<file path="src/rtl/alu_exec_unit.sv">
// alu_exec_unit: 16-bit ALU behind a valid/ready request channel with a response FIFO.
module alu_exec_unit #(
    parameter int WIDTH = 16,
    parameter int DEPTH = 4,
    parameter int TAG_W = 4
) (
    input  logic             clk,
    input  logic             rst,
    input  logic             req_valid,
    output logic             req_ready,
    input  logic [WIDTH-1:0] req_a,
    input  logic [WIDTH-1:0] req_b,
    input  logic [3:0]       req_op,
    input  logic [TAG_W-1:0] req_tag,
    output logic             rsp_valid,
    input  logic             rsp_ready,
    output logic [WIDTH-1:0] rsp_result,
    output logic             rsp_carry,
    output logic             rsp_overflow,
    output logic             rsp_zero,
    output logic             rsp_err,
    output logic [TAG_W-1:0] rsp_tag,
    output logic [15:0]      txn_count,
    output logic [15:0]      err_count
);
    localparam int AW = $clog2(DEPTH);
    localparam int CW = $clog2(DEPTH + 1);
    localparam int EW = TAG_W + 4 + WIDTH;

    logic [EW-1:0]    mem [DEPTH];
    logic [EW-1:0]    entry, head, last;
    logic [AW-1:0]    wr_ptr, rd_ptr;
    logic [CW-1:0]    count;
    logic [WIDTH:0]   sum, diff;
    logic [WIDTH-1:0] res;
    logic             carry, ovf, err, push, pop;

    assign sum  = {1'b0, req_a} + {1'b0, req_b};
    assign diff = {1'b0, req_a} - {1'b0, req_b};

    always_comb begin
        res   = '0;
        carry = 1'b0;
        ovf   = 1'b0;
        err   = 1'b0;
        case (req_op)
            4'd0: begin
                res   = sum[WIDTH-1:0];
                carry = sum[WIDTH];
                ovf   = (req_a[WIDTH-1] == req_b[WIDTH-1]) && (sum[WIDTH-1] != req_a[WIDTH-1]);
            end
            4'd1: begin
                res   = diff[WIDTH-1:0];
                carry = diff[WIDTH];
                ovf   = (req_a[WIDTH-1] != req_b[WIDTH-1]) && (diff[WIDTH-1] != req_a[WIDTH-1]);
            end
            4'd2: res = req_a & req_b;
            4'd3: res = req_a | req_b;
            4'd4: res = req_a ^ req_b;
            4'd5: {carry, res} = {req_a, 1'b0};
            4'd6: {res, carry} = {1'b0, req_a};
            default: err = 1'b1;
        endcase
    end

    assign entry     = {req_tag, err, ~|res, ovf, carry, res};
    assign head      = mem[rd_ptr];
    assign req_ready = count < CW'(DEPTH);
    assign rsp_valid = count != '0;
    assign push      = req_valid & req_ready;
    assign pop       = rsp_valid & rsp_ready;

    // Outputs show the head while non-empty and otherwise keep the last delivered entry.
    assign {rsp_tag, rsp_err, rsp_zero, rsp_overflow, rsp_carry, rsp_result} = rsp_valid ? head : last;

    always_ff @(posedge clk)
        if (push)
            mem[wr_ptr] <= entry;

    always_ff @(posedge clk) begin
        if (rst) begin
            wr_ptr    <= '0;
            rd_ptr    <= '0;
            count     <= '0;
            last      <= '0;
            txn_count <= '0;
            err_count <= '0;
        end else begin
            count <= count + CW'(push) - CW'(pop);
            if (push)
                wr_ptr <= wr_ptr + 1'b1;
            if (pop) begin
                rd_ptr    <= rd_ptr + 1'b1;
                last      <= head;
                txn_count <= txn_count + 16'd1;
                err_count <= err_count + 16'(rsp_err);
            end
        end
    end
endmodule

</file>
<file path="config.mk">
export PLATFORM = sky130hd
export DESIGN_NAME = alu_exec_unit
export DESIGN_NICKNAME = d
export VERILOG_FILES = /design/src/rtl/alu_exec_unit.sv
export SDC_FILE = /design/constraint.sdc
export NUM_CORES = 1
export LEC_CHECK = 0
export ABC_AREA = 1
export ABC_CLOCK_PERIOD_IN_PS = 6050
export BUFFER_PORTS_ARGS = -buffer_cell sky130_fd_sc_hd__buf_2
export CAP_MARGIN = 20
export CORE_ASPECT_RATIO = 0.5
export CORE_MARGIN = 8
export CORE_UTILIZATION = 50
export DETAILED_ROUTE_END_ITERATION = 12
export PLACE_DENSITY = 0.8
export SYNTH_ARGS = -nofsm -noshare
export SYNTH_HDL_FRONTEND = slang
export SYNTH_SLANG_ARGS = --single-unit
export TNS_END_PERCENT = 50
</file>
<file path="constraint.sdc">
create_clock -name clk -period 6.05 [get_ports clk]
set_input_delay 0.605 -clock clk [delete_from_list [all_inputs] [get_ports clk]]
set_output_delay 0.605 -clock clk [all_outputs]
set_load 0.02 [all_outputs]
</file>
==> flow_summary.ini <==
[synth]
synth_most_common_cell = nand2_1
yosys-top-cells-area = edfxtp_1 30%, dfxtp_1 13%, nand2_1 7.6%, ha_1 7.5%, nor2_1 6.7%
syn_inst = 1252
yosys_warnings = 0
avgSynthCellArea_sq_um = 7.76
syn_nets = 1357
synth_top_area_share_pct = 29.7
synth_edf_count = 96
synth.largest_area_cell = edfxtp_1
synth_seq_cells = 161
ys_seq_area_share_pct = 43.1
synth_area_sq_mm = 0.00971
synthTopCellsByCount = 197 x nand2_1, 174 x nor2_1, 157 x inv_1
ys_types = 44
synth_top_flop_cell = edfxtp_1
async_reset_ff_share_pct = 0

[floorplanning]
die_area_sq_mm = 0.0244
io_pins = 102
rows = 36
die_height_um = 115
dieWidth_um = 213
coreArea_sq_mm = 0.0192
floorplan.initialDensity_pct = 50.5

[route]
drt_iter0_drc = 841
wl_per_cell_um = 16.0
post-route-drc-count = 0
routed-via-count = 8768
routed_via_density = 5.44
dr.pass1.iters = 5
wl_mm = 25.8
antenna_left = 0

[placement]
dp_cells = 1579
gp_routability_congestion = 0.990
port_buffers = 101
postPlaceCellArea_sq_mm = 0.0104
dp_hpwl_mm = 18.7

[timing]
fmax_mhz = 287
hold_slack_ns = 0.408
skew_ns = 0.00600
drv_slew = 0
period_share_pct = 57.6
finalSetupTns_ns = 0
hold_viol_final = 0
fin_crit_ns = 3.49
setup_viol = 0
relSlewSlack_pct = 23.4
rsz0062_at_grt = false
worstMarginPinSlew_ns = 1.14

[power_and_ir_drop]
p_leak_nw = 5.02
irDropWorstVdd_mv = 0.219
p_per_area_mw_per_mm2 = 356

[cts]
cts_hold_buf = 0
cts_buffers = 17
clk_latency_ns = 0.42
h-tree-depth = 4
clk_pin_slew_ns = 0.06
postCtsSetupRepairBufs = 0
post_cts_resized = 0
cts_root_buffer = clkbuf_16
cts_sinks = 161
clockBufferDepth = 2
cts_tree = done

[worst_setup_path]
crit_arrival_ns = 3.83
crit_slowest_cell = inv_1
crit_path_max_incr_delay_ns = 0.74
critPathKind = reg2reg
cp_cell_sequence = inv_1, o21ai_0, o22ai_1, inv_1, a21oi_1, ha_1, ha_1, nand2_2, nor2_2, nand3_1, nor2_2, nand3_1, clkinv_1, o21ai_1, a21oi_1
ff2ff_path_depth = 15
worst-path-stages = 15
crit_buf_inv = 3
crit_family = compound AO/OA/AOI/OAI gates
cp.required_ns = 6.40
cp-end-kind = register
critPathLaunchType = register
cp_max_fo = 25

[global_route]
antenna_found_initial = 0
grt_max_degree = 62
grt_pass1_vias = 8521
grt_pass1_wl_mm = 41.6
grt-ovfl-total = 0
grt_usage_pct = 21.2

[run_status]
status = complete, no violations

[cells_and_area]
multiInputGateArea_sq_mm = 0.00458
stdcell_count = 1611
fin_area_sq_mm = 0.0110
fin_nets = 1437
n_antenna_cell = 0
seq_area_sq_mm = 0.00418
area_growth_pct = 12.9
fillCellCount = 1743
drive_above_1_share_pct = 16.6

[worst_hold_path]
worstHoldPathType = in2reg
holdPathStages = 1

[run]
max_cap_violations = 0
==> logic make-up (layout without fill, tap and decap cells) <==
family          after synthesis  after routing  synth area share [%]
fa+ha+maj                    61             61                  8.09
xor+xnor                      2              2                 0.180
compound gates              272            272                  15.2
buf+inv                     234            327                  9.91
simple gates                522            522                  23.6
flops                       161            161                  43.1
==> final timing paths <==
path                                  from            end  slack (ns)
worst min-delay path            req_tag[2]     mem[3][22]        0.41
worst max-delay path              register  err_count[14]        2.56
worst min register to register   rd_ptr[1]       register        0.46
worst max register to register    register  err_count[14]        2.56
==> routing by layer <==
layer	track usage (%)	vias to the layer above	wire length, um	part of all wire (%)
met4	5.95	0	508	2.0
met5	0	-	0	0
met3	4.73	42	2090	8.1
li1	-	4302	-	-
met2	36.3	333	12100	47
met1	26.7	4091	11200	43
==> registers in the layout (all words and copies together) (netlist names), named ones only <==
signal and cells:
mem 96, last 24, err_count 16, txn_count 16, count 3, rd_ptr 2
wr_ptr 2
==> area by class of cell <==
type	count	share of cell area, %
multi-input cells	857	41.7
flip-flops and latches	161	38.2
inverters	187	6.45
repair buffers	108	5.09
clock buffers	17	3.88
well taps	266	3.03
clock inverters	15	1.68
==> where the power goes <==
group          internal, mW  switching (mW)
registers              1.34          0.0745
clock network         0.655           0.434
logic                 0.403            1.00
total                  2.39            1.51
==> cells in the final DEF (no fill, tap or decap), drive strengths merged <==
master,synthesis,final
nor2,193,193
nand4,13,13
edfxtp,96,96
clkinvlp,0,2
xor2,1,1
nor4,3,3
ha,58,58
o211ai,1,1
clkinv,1,7
nand2,214,214
xnor2,1,1
fa,3,3
and2,1,1
o21ai,112,112
a21oi,103,103
buf,17,108
clkbuf,30,17
nor3,13,13
nand3,79,79
a31oi,2,2
or2,3,3
o21bai,3,3
inv,186,190
a211oi,3,3
dfxtp,65,65
bufinv,0,3
and3,1,1
a21boi,1,1
nand3b,2,2
o21a,2,2
o22ai,44,44
o211a,1,1
==> per-stage QoR <==
stage	setup slack (ns)	util (%)	power, mW
after floorplan	3.23	-	2.38
after global placement	2.71	53.9	2.77
after detailed placement	2.66	53.9	2.82
after CTS	2.59	57.0	3.91
after global routing	2.24	57.0	4.13
final	2.56	57.0	3.90
==> worst reg2reg max path, delay by kind of cell (launching register included) <==
family | cells | cell delay, ns
fa+ha+maj | 2 | 0.43
simple gates | 5 | 0.60
flops | 1 | 0.61
compound gates | 5 | 0.89
buf+inv | 3 | 0.88
Note: power is estimated with default switching activity, not from simulation.
